File: src/rtl/sn_width_adapter_if.sv
// Snooper-side and packet-memory-side signals of sn_width_adapter.
// master = the adapter's view, slave = the snooper / packet-memory side.
interface sn_width_adapter_if #(
  parameter int PACKMEM_ADDR_WIDTH = 8,
  parameter int PACKMEM_DATA_WIDTH = 64,
  parameter int SN_DATA_WIDTH      = 32,
  parameter int INC_WIDTH          = 8
);
  logic [SN_DATA_WIDTH-1:0]      sn_wr_data;
  logic                          sn_wr_en;
  logic [INC_WIDTH-1:0]          sn_byte_inc;
  logic                          sn_done;
  logic                          rdy_for_sn_ack;
  logic                          rdy_for_sn;
  logic [PACKMEM_ADDR_WIDTH:0]   addr;
  logic                          wr_en;
  logic [PACKMEM_DATA_WIDTH-1:0] wr_data;
  logic [INC_WIDTH-1:0]          byte_inc;
  logic                          done;
  logic                          rdy_ack;
  logic                          rdy;

  modport master (
    input  sn_wr_data, sn_wr_en, sn_byte_inc, sn_done, rdy_for_sn_ack, rdy,
    output rdy_for_sn, addr, wr_en, wr_data, byte_inc, done, rdy_ack
  );

  modport slave (
    output sn_wr_data, sn_wr_en, sn_byte_inc, sn_done, rdy_for_sn_ack, rdy,
    input  rdy_for_sn, addr, wr_en, wr_data, byte_inc, done, rdy_ack
  );
endinterface

File: src/rtl/sn_width_adapter.sv
// Packs narrow snooper beats (first beat in the MS lane) into packet-memory words.
// Optional macro SN_WIDTH_ADAPTER_ADDR_GUARD_EN: stop writing once the last word address is used.

module sn_lane #(
  parameter int W = 32
) (
  input  logic         clk,
  input  logic         rst,
  input  logic         ld,
  input  logic         clr,
  input  logic [W-1:0] d,
  output logic [W-1:0] q
);
  always_ff @(posedge clk or negedge rst)
    if (!rst)     q <= '0;
    else if (clr) q <= '0;
    else if (ld)  q <= d;
endmodule

module sn_width_adapter #(
  parameter int PACKMEM_ADDR_WIDTH = 8,
  parameter int PACKMEM_DATA_WIDTH = 64,
  parameter int SN_DATA_WIDTH      = 32,
  parameter int INC_WIDTH          = 8
) (
  input  logic                 clk,
  input  logic                 rst,
  sn_width_adapter_if.master   bus
);
  localparam int RATIO = PACKMEM_DATA_WIDTH / SN_DATA_WIDTH;
  localparam int LCW   = (RATIO > 1) ? $clog2(RATIO) : 1;

  localparam logic [1:0] S_IDLE  = 2'd0;
  localparam logic [1:0] S_FILL  = 2'd1;
  localparam logic [1:0] S_FLUSH = 2'd2;
  localparam logic [1:0] S_DONE  = 2'd3;

  logic [1:0]                              state;
  logic [PACKMEM_ADDR_WIDTH-1:0]           waddr;
  logic [LCW-1:0]                          cnt;
  logic [INC_WIDTH-1:0]                    acc, acc_nxt;
  logic [RATIO-1:0][SN_DATA_WIDTH-1:0]     lane_q, lane_nxt;
  logic [RATIO-1:0]                        lane_ld;
  logic                                    claim, beat, last_beat, lane_clr, wr_allow;

  logic                                    wr_en_q, done_q;
  logic [PACKMEM_ADDR_WIDTH:0]             addr_q;
  logic [PACKMEM_DATA_WIDTH-1:0]           wr_data_q;
  logic [INC_WIDTH-1:0]                    byte_inc_q;

  assign claim     = (state == S_IDLE) & bus.rdy & bus.rdy_for_sn_ack;
  assign beat      = (state == S_FILL) & bus.sn_wr_en;
  assign last_beat = beat & (int'(cnt) == RATIO - 1);
  assign acc_nxt   = acc + bus.sn_byte_inc;
  // lanes are emptied whenever a word leaves, so a flush naturally zero-fills
  assign lane_clr  = claim | last_beat | (state == S_FLUSH);

  assign bus.rdy_for_sn = (state == S_IDLE) & bus.rdy;
  assign bus.rdy_ack    = claim;
  assign bus.wr_en      = wr_en_q;
  assign bus.done       = done_q;
  assign bus.addr       = addr_q;
  assign bus.wr_data    = wr_data_q;
  assign bus.byte_inc   = byte_inc_q;

  for (genvar i = 0; i < RATIO; i++) begin : g_lane
    assign lane_ld[i]  = beat & (int'(cnt) == RATIO - 1 - i);
    assign lane_nxt[i] = lane_ld[i] ? bus.sn_wr_data : lane_q[i];
    sn_lane #(.W(SN_DATA_WIDTH)) u_lane (
      .clk (clk),
      .rst (rst),
      .ld  (lane_ld[i]),
      .clr (lane_clr),
      .d   (bus.sn_wr_data),
      .q   (lane_q[i])
    );
  end

`ifdef SN_WIDTH_ADAPTER_ADDR_GUARD_EN
  logic guard_full;
  assign wr_allow = ~guard_full;
  always_ff @(posedge clk or negedge rst)
    if (!rst)                                  guard_full <= 1'b0;
    else if (state == S_DONE)                  guard_full <= 1'b0;
    else if (wr_allow && last_beat && &waddr)  guard_full <= 1'b1;
`else
  assign wr_allow = 1'b1;
`endif

  always_ff @(posedge clk or negedge rst) begin
    if (!rst) begin
      state      <= S_IDLE;
      waddr      <= '0;
      cnt        <= '0;
      acc        <= '0;
      wr_en_q    <= 1'b0;
      done_q     <= 1'b0;
      addr_q     <= '0;
      wr_data_q  <= '0;
      byte_inc_q <= '0;
    end else begin
      wr_en_q <= 1'b0;
      done_q  <= 1'b0;
      case (state)
        S_IDLE: if (claim) begin
          state <= S_FILL;
          waddr <= '0;
          cnt   <= '0;
          acc   <= '0;
        end
        S_FILL: begin
          if (last_beat) begin
            cnt   <= '0;
            acc   <= '0;
            waddr <= waddr + 1'b1;
            if (wr_allow) begin
              wr_en_q    <= 1'b1;
              wr_data_q  <= lane_nxt;
              addr_q     <= {waddr, 1'b0};
              byte_inc_q <= acc_nxt;
            end
          end else if (beat) begin
            cnt <= cnt + 1'b1;
            acc <= acc_nxt;
          end
          // lane count after this cycle's beat decides whether a partial word remains
          if (bus.sn_done)
            state <= (beat ? !last_beat : (cnt != '0)) ? S_FLUSH : S_DONE;
        end
        S_FLUSH: begin
          state <= S_DONE;
          cnt   <= '0;
          acc   <= '0;
          if (wr_allow) begin
            wr_en_q    <= 1'b1;
            wr_data_q  <= lane_q;
            addr_q     <= {waddr, 1'b0};
            byte_inc_q <= acc;
          end
        end
        S_DONE: begin
          done_q <= 1'b1;
          state  <= S_IDLE;
        end
        default: state <= S_IDLE;
      endcase
    end
  end
endmodule

File: src/flat_wrapper.sv
// flat-port wrapper written by rule: the top's interface ports become plain ports
module sn_width_adapter_flat 
#(
  parameter int PACKMEM_ADDR_WIDTH = 8,
  parameter int PACKMEM_DATA_WIDTH = 64,
  parameter int SN_DATA_WIDTH      = 32,
  parameter int INC_WIDTH          = 8
)
  (clk, rst, bus_sn_wr_data, bus_sn_wr_en, bus_sn_byte_inc, bus_sn_done, bus_rdy_for_sn_ack, bus_rdy, bus_rdy_for_sn, bus_addr, bus_wr_en, bus_wr_data, bus_byte_inc, bus_done, bus_rdy_ack);
  sn_width_adapter_if #(.PACKMEM_ADDR_WIDTH(PACKMEM_ADDR_WIDTH), .PACKMEM_DATA_WIDTH(PACKMEM_DATA_WIDTH), .SN_DATA_WIDTH(SN_DATA_WIDTH), .INC_WIDTH(INC_WIDTH)) bus_i ();
  input  logic clk;
  input  logic rst;
  input wire logic [$bits(bus_i.sn_wr_data)-1:0] bus_sn_wr_data;
  input wire logic [$bits(bus_i.sn_wr_en)-1:0] bus_sn_wr_en;
  input wire logic [$bits(bus_i.sn_byte_inc)-1:0] bus_sn_byte_inc;
  input wire logic [$bits(bus_i.sn_done)-1:0] bus_sn_done;
  input wire logic [$bits(bus_i.rdy_for_sn_ack)-1:0] bus_rdy_for_sn_ack;
  input wire logic [$bits(bus_i.rdy)-1:0] bus_rdy;
  output wire logic [$bits(bus_i.rdy_for_sn)-1:0] bus_rdy_for_sn;
  output wire logic [$bits(bus_i.addr)-1:0] bus_addr;
  output wire logic [$bits(bus_i.wr_en)-1:0] bus_wr_en;
  output wire logic [$bits(bus_i.wr_data)-1:0] bus_wr_data;
  output wire logic [$bits(bus_i.byte_inc)-1:0] bus_byte_inc;
  output wire logic [$bits(bus_i.done)-1:0] bus_done;
  output wire logic [$bits(bus_i.rdy_ack)-1:0] bus_rdy_ack;
  assign bus_i.sn_wr_data = bus_sn_wr_data;
  assign bus_i.sn_wr_en = bus_sn_wr_en;
  assign bus_i.sn_byte_inc = bus_sn_byte_inc;
  assign bus_i.sn_done = bus_sn_done;
  assign bus_i.rdy_for_sn_ack = bus_rdy_for_sn_ack;
  assign bus_i.rdy = bus_rdy;
  assign bus_rdy_for_sn = bus_i.rdy_for_sn;
  assign bus_addr = bus_i.addr;
  assign bus_wr_en = bus_i.wr_en;
  assign bus_wr_data = bus_i.wr_data;
  assign bus_byte_inc = bus_i.byte_inc;
  assign bus_done = bus_i.done;
  assign bus_rdy_ack = bus_i.rdy_ack;
  sn_width_adapter #(.PACKMEM_ADDR_WIDTH(PACKMEM_ADDR_WIDTH), .PACKMEM_DATA_WIDTH(PACKMEM_DATA_WIDTH), .SN_DATA_WIDTH(SN_DATA_WIDTH), .INC_WIDTH(INC_WIDTH)) u_core (.clk(clk), .rst(rst), .bus(bus_i));
endmodule
File: config.mk
export PLATFORM = sky130hd
export DESIGN_NAME = sn_width_adapter_flat
export DESIGN_NICKNAME = d
export VERILOG_FILES = /design/src/rtl/sn_width_adapter_if.sv /design/src/rtl/sn_width_adapter.sv /design/src/flat_wrapper.sv
export SDC_FILE = /design/constraint.sdc
export NUM_CORES = 1
export LEC_CHECK = 0
export CORE_AREA = 3 3 136 138
export CTS_CLUSTER_SIZE = 16
export DETAILED_ROUTE_END_ITERATION = 12
export DIE_AREA = 0 0 139 141
export PLACE_DENSITY = 0.67
export SLEW_MARGIN = 30
export SYNTH_ARGS = -nofsm -noshare
export SYNTH_HDL_FRONTEND = slang
export SYNTH_HIERARCHICAL = 1
export SYNTH_SLANG_ARGS = --single-unit
File: constraint.sdc
create_clock -name clk -period 5.2 [get_ports clk]
set_input_delay 0.78 -clock clk [delete_from_list [all_inputs] [get_ports clk]]
set_output_delay 0.78 -clock clk [all_outputs]
set_load 0.02 [all_outputs]
==> metrics, run 1 <==
status=completed; power after layout=~5600 uW; uppermost routed layer=met4; # rows=between 40 and 50; top area cells in the synthesized netlist=dfrtp_1 54%, mux2i_1 18%, o21ai_0 5.3%; internal reg-to-reg setup slack=1.93 ns; Total GRT Usage=between 10% and 20%; Synth top area share=a little over half; cts hold-fix bufs=0; vias in the first global route=between 5,000 and 6,000; area occupied by multi-input gates=3140 um^2; Setup Crit Path Kind=register to register; Final setup viols=0; cell taking the most area after synthesis=dfrtp_1; slew of the pin with the lowest slew margin=between 0.9 and 1 ns; EDFF count, synth=0; detailed placement HPWL=~12,000 um; WL met1=about 8000 um; met3 WL=approximately 880 um; R2R Path End=u_core/acc[7]$_DFFE_PN0P_; Mapped Area=7590 um^2; relative slew slack=38.6%; I/O Pins=about 130; DR pass1 iterations=5; CP Launch Type=register; max-cap violation count=0; PortBufs=roughly 130; final-layout fill cell count=1,521; RSZ-0062 raised after global routing=no; Critical Path Source=u_core/state[1]$_DFFE_PN0P_; Reg-to-Reg Start=u_core/state[1]$_DFFE_PN0P_; Crit path required time=~5.6 ns; Core ar.=17,300 um^2; Slew Viols, Final=0; fraction of layout instances using a drive strength above 1=6.72%; WHS=between 0.4 and 0.5 ns; worst hold path class=input port to async pin; Clock transition at path regs=around 0.060 ns; CTS resizes=0; root buf cell=clkbuf_16; final hold violations=0; commonest non-fill, non-tap cell in the layout=dfrtp_1; synthesized area per cell=roughly 11 um^2; cell area after layout=9520 um^2; vias post-DR=5,371; VDD IR max=roughly 0.34 mV; share of flip-flops with an asynchronous set or reset=100%; Yosys cell types=slightly above 40; Tmin final=approximately 3.3 ns; CTS Buf Count=17; Leakage=between 0.004 and 0.005 uW; clk_skew=roughly 0.009 ns; Fin Setup TNS=0 ns; Congestion Overflow GR=0; Post-CTS Setup Inserts=0; total clock sinks=around 170; GPL Wtd Cong=between 0.8 and 0.9; H-tree lvl count=4; P per Cell Area=roughly 590 nW/um^2; crit path capture type=register; CTS tree=built; Syn-to-layout area delta=25.5%; Arr. time, crit path=3.62 ns; die height=about 140 um; # nets final=between 800 and 900; worst skew pair latency=~0.42 ns; metal2 WL=about 8100 um; Ys Warns=6; most frequent cells in the layout=165 x dfrtp_1, 134 x mux2i_1, 128 x clkdlybuf4s50_1; global-route wire length before repair=29,200 um; Max Fclk=roughly 0.3 GHz; width of the die=139 um; drt total wl=around 17,000 um; Mapped Cells=~680; initial DRC count=278; remaining antenna violation count after routing=0; post-synthesis sequential area ratio=54.4%; worst setup path end=u_core/acc[7]$_DFFE_PN0P_; Initial Utilization=43.9%; initial antenna violation count=1; die area=a little under 20,000 um^2; largest net degree at the start of global routing=about 120; Avg Vias per Cell=about 5.2; Remaining DRCs=0; Synth Net Count=between 700 and 800; Tcrit/Tclk final=62.8%; FF/Latch Area=4130 um^2; Final Core Density=55.1%; cell area after placement=between 8000 and 9000 um^2; #FFs+latches synth=approximately 170; Top FF cell, synth=dfrtp_1; Worst Path Max Fanout=16; wire per inst=about 17 um; Reg2Reg Depth=9; Clock Tree Buf Depth=2
[where the power goes]
| part | internal, uW | switching (uW) | total (uW) |
|---|---|---|---|
| logic | 1040 | 1380 | 2420 |
| clock network | 731 | 505 | 1240 |
| registers | 1730 | 265 | 1990 |
[synthesized netlist by cell type, types with 2 or more instances]
| master | number |
|---|---|
| clkbuf_1 | 18 |
| buf_6 | 3 |
| a211oi_1 | 3 |
| buf_4 | 9 |
| o21ai_0 | 80 |
| ha_1 | 15 |
| and2_1 | 2 |
| o31ai_1 | 2 |
| and3_1 | 2 |
| dfrtp_1 | 165 |
| o211ai_1 | 2 |
| a22oi_1 | 2 |
| xnor2_1 | 3 |
| inv_1 | 6 |
| nor4_1 | 2 |
| a21oi_1 | 7 |
| buf_2 | 7 |
| nor2b_1 | 5 |
| o21ai_1 | 2 |
| a21o_1 | 3 |
| nand2b_1 | 2 |
| nand3_1 | 4 |
| buf_12 | 6 |
| or3_1 | 2 |
| a22o_1 | 3 |
| nand4_1 | 2 |
| mux2_2 | 8 |
| nand2_1 | 86 |
| xor2_1 | 8 |
| nor2_1 | 74 |
| o31a_1 | 2 |
| mux2i_1 | 135 |
[area by class of cell]
| cell class | instances | area share [%] |
|---|---|---|
| clock inverters | 12 | 1.37 |
| flip-flops and latches | 165 | 43.4 |
| multi-input cells | 465 | 33.0 |
| inverters | 6 | 0.236 |
| diodes | 1 | 0.0263 |
| repair buffers | 136 | 14.3 |
| clock buffers | 20 | 4.80 |
| well taps | 225 | 2.96 |
[sequential cells by signal, summed over array words and instances, names as in the netlist]
| register | cells |
|---|---|
| u_core/bus.done | 1 |
| u_core/bus.addr | 8 |
| u_core/bus.wr_en | 1 |
| u_core/bus.wr_data | 64 |
| u_core/acc | 8 |
| u_core/waddr | 8 |
| u_core/cnt | 1 |
| u_core/state | 2 |
| u_core/g_lane.u_lane/q | 64 |
| u_core/bus.byte_inc | 8 |
[critical path: stages, from the launching register on]
cell	delay [ns]
dfrtp_1	0.42
inv_1	0.14
ha_1	0.49
and2_1	0.26
ha_2	0.51
nor2b_1	0.22
a211o_1	0.52
or3_1	0.40
nor3_2	0.11
nand3b_1	0.12
[worst min path at each step]
stage                                               endpoint  slack [ns]  cells past startpoint
after CTS                 u_core/bus.wr_data[34]$_DFFE_PN0P_        0.43                      1
after global placement    u_core/bus.wr_data[39]$_DFFE_PN0P_        0.46                      2
final                     u_core/bus.wr_data[34]$_DFFE_PN0P_        0.41                      1
after detailed placement  u_core/bus.byte_inc[0]$_DFFE_PN0P_        0.47                      2
after global routing      u_core/bus.wr_data[40]$_DFFE_PN0P_        0.45                      1
after floorplan                    u_core/acc[0]$_DFFE_PN0P_        0.48                      0
[layer usage]
layer | GRT usage, % | vias to the layer above
li1 | - | 2541
met1 | 24.8 | 2667
met2 | 29.1 | 137
met3 | 4.51 | 26
met4 | 6.54 | 0
met5 | 0 | -
[through the flow]
stage	worst slack (ns)	cells
6_report	1.93	1030
5_1_grt	1.65	1030
4_1_cts	1.93	1029
3_5_place_dp	1.79	997
3_3_place_gp	1.85	997
2_1_floorplan	2.82	679
[logic make-up after synthesis]
| group | count (synthesis) | synth area share (%) |
|---|---|---|
| and+or+nand+nor | 185 | 9.99 |
| DFF | 165 | 54.4 |
| muxes | 143 | 19.0 |
| AOI/OAI and AO/OA | 109 | 7.95 |
| buffers and inverters | 49 | 4.57 |
| adders and majority gates | 16 | 2.74 |
| xor gates and xnor gates | 11 | 1.27 |
| other | 1 | 0.0494 |
Power figures use the tool's default switching activity.
==> run 2: changes to the inputs <==
--- a/config.mk
+++ b/config.mk
@@ -9,7 +9,7 @@
 export CTS_CLUSTER_SIZE = 16
 export DETAILED_ROUTE_END_ITERATION = 12
 export DIE_AREA = 0 0 139 141
-export PLACE_DENSITY = 0.67
+export PLACE_DENSITY = 0.7
 export SLEW_MARGIN = 30
 export SYNTH_ARGS = -nofsm -noshare
 export SYNTH_HDL_FRONTEND = slang
==> constraint.sdc (replaced) <==
create_clock -name clk -period 2.8 [get_ports clk]
set_input_delay 0.42 -clock clk [delete_from_list [all_inputs] [get_ports clk]]
set_output_delay 0.42 -clock clk [all_outputs]
set_load 0.02 [all_outputs]
==> metrics, run 2 (synthesized netlist as in run 1, its figures left out) <==
# rows=48; DR pass1 iterations=5; detailed placement HPWL=roughly 12,000 um; Clock transition at path regs=around 0.060 ns; H-tree lvl count=4; Final Core Density=56.1%; largest net degree at the start of global routing=92; PortBufs=around 130; GPL Wtd Cong=about 0.81; VDD IR max=0.725 mV; RSZ-0062 raised after global routing=no; uppermost routed layer=met4; Congestion Overflow GR=0; fraction of layout instances using a drive strength above 1=roughly 8.0%; Leakage=around 0.0042 uW; I/O Pins=between 100 and 150; total clock sinks=about 170; CP max-delay cell=clkdlybuf4s50_1; CTS tree=built; Setup WS pre-CTS=~0.24 ns; Initial Utilization=between 40% and 50%; Post-CTS Setup Inserts=0; drt total wl=roughly 17,000 um; Tmin final=roughly 2.5 ns; Sw Pwr=between 4000 and 5000 uW; wire per inst=between 15 and 20 um; remaining antenna violation count after routing=0; CTS Buf Count=17; Comb pwr share=between 40% and 50%; met3 WL=737 um; ANT cells=0; setup ws final=between 0.3 and 0.4 ns; Pint=about 6800 uW; final hold violations=0; Remaining DRCs=0; vias in the first global route=between 5,000 and 6,000; initial antenna violation count=0; # nets final=865; Tcrit/Tclk final=88.4%; slew of the pin with the lowest slew margin=approximately 0.50 ns; Seq pwr share=between 30% and 40%; Slew Viols, Final=0; WL met1=approximately 7900 um; die height=141 um; Arr. time, crit path=slightly above 2 ns; Clock Tree Buf Depth=2; Setup Crit Path Kind=register to primary output; slowest stage delay, CP=about 0.62 ns; Sw Ratio=a little under two fifths; global-route wire length before repair=29,200 um; width of the die=between 100 and 150 um; Core ar.=17,300 um^2; die area=19,600 um^2; Clk pwr share=between 20% and 30%; CP Launch Type=register; Worst Path Max Fanout=5; initial DRC count=356; worst hold path class=register to register; Avg Vias per Cell=5.11; worst skew pair latency=0.42 ns; Total GRT Usage=18.4%; Critical Path, Cell by Cell=inv_1 > ha_1 > and3_1 > clkdlybuf4s50_1; metal2 WL=approximately 8500 um; clk_skew=0.0129 ns; Fin Setup TNS=0 ns; final-layout fill cell count=between 1,000 and 1,500; most frequent cells in the layout=165 x dfrtp_1, 134 x mux2i_1, 128 x clkdlybuf4s50_1; area occupied by multi-input gates=about 3100 um^2; WHS=between 0.4 and 0.5 ns; Final setup viols=0; status=completed; Crit path required time=between 2 and 2.5 ns; P per Cell Area=approximately 1100 nW/um^2; relative slew slack=between 60% and 70%; Max Fclk=just over 0.4 GHz; crit path capture type=primary output; commonest non-fill, non-tap cell in the layout=dfrtp_1; FF/Latch Area=~4100 um^2; cell area after layout=between 9000 and 10,000 um^2; cell area after placement=between 9000 and 10,000 um^2; Syn-to-layout area delta=27.9%; max-cap violation count=0; root buf cell=clkbuf_16; vias post-DR=5,319
run 2: path summary, 6_finish.rpt:
path	depth (start not counted)	endpoint	from	slack (ns)
max in group asynchronous	3	u_core/g_lane[1].u_lane/q[17]$_DFFE_PN0P_	rst	1.54
worst max register to register	7	u_core/bus.wr_data[57]$_DFFE_PN0P_	u_core/state[1]$_DFFE_PN0P_	0.43
worst min register to register	2	u_core/bus.wr_data[35]$_DFFE_PN0P_	u_core/bus.wr_data[35]$_DFFE_PN0P_	0.48
worst min-delay path	2	u_core/bus.wr_data[35]$_DFFE_PN0P_	u_core/bus.wr_data[35]$_DFFE_PN0P_	0.48
worst max-delay path	4	bus_rdy_ack	u_core/state[0]$_DFFE_PN0P_	0.32
min in group asynchronous	2	u_core/bus.wr_data[37]$_DFFE_PN0P_	rst	0.51
run 2: what timing repair did:
item,in CTS,in global routing
gates resized for setup,0,0
hold buffers,1,0
endpoints found under the setup margin,0,0
hold endpoints to repair,47,0
run 2: metrics by stage:
| stage | std cells | power [uW] |
|---|---|---|
| floorplan | 679 | 6590 |
| global placement | 1008 | 8260 |
| detailed placement | 1008 | 8390 |
| CTS | 1041 | 10900 |
| global route | 1041 | 11500 |
| finish | 1041 | 10800 |
run 2: area by class of cell:
class                   instances  share of cell area, %
flip-flops and latches        165                   42.5
multi-input cells             465                   32.3
repair buffers                148                   15.3
clock buffers                  21                   4.85
well taps                     225                   2.90
clock inverters                11                   1.79
inverters                       6                  0.232
run 2: worst max-delay path: cells and delay by family (launching register included):
family,cells,cell delay (ns)
fa+ha+maj,1,0.23
buf+inv,2,0.78
flops,1,0.40
simple gates,1,0.23
run 2: power groups by stage:
| stage | registers, uW | clock network (uW) | logic [uW] |
|---|---|---|---|
| 6_report | 3720 | 2490 | 4610 |
| 5_1_grt | 3830 | 2670 | 5060 |
| 4_1_cts | 3730 | 2560 | 4660 |
| 3_5_place_dp | 3750 | 0 | 4650 |
| 3_3_place_gp | 3720 | 0 | 4540 |
| 2_1_floorplan | 4220 | 0 | 2380 |
run 2: metal layers:
metal	vias up	track usage [%]
met5	-	0
met1	2599	24.2
li1	2573	-
met3	16	3.80
met2	131	31.0
met4	0	5.56
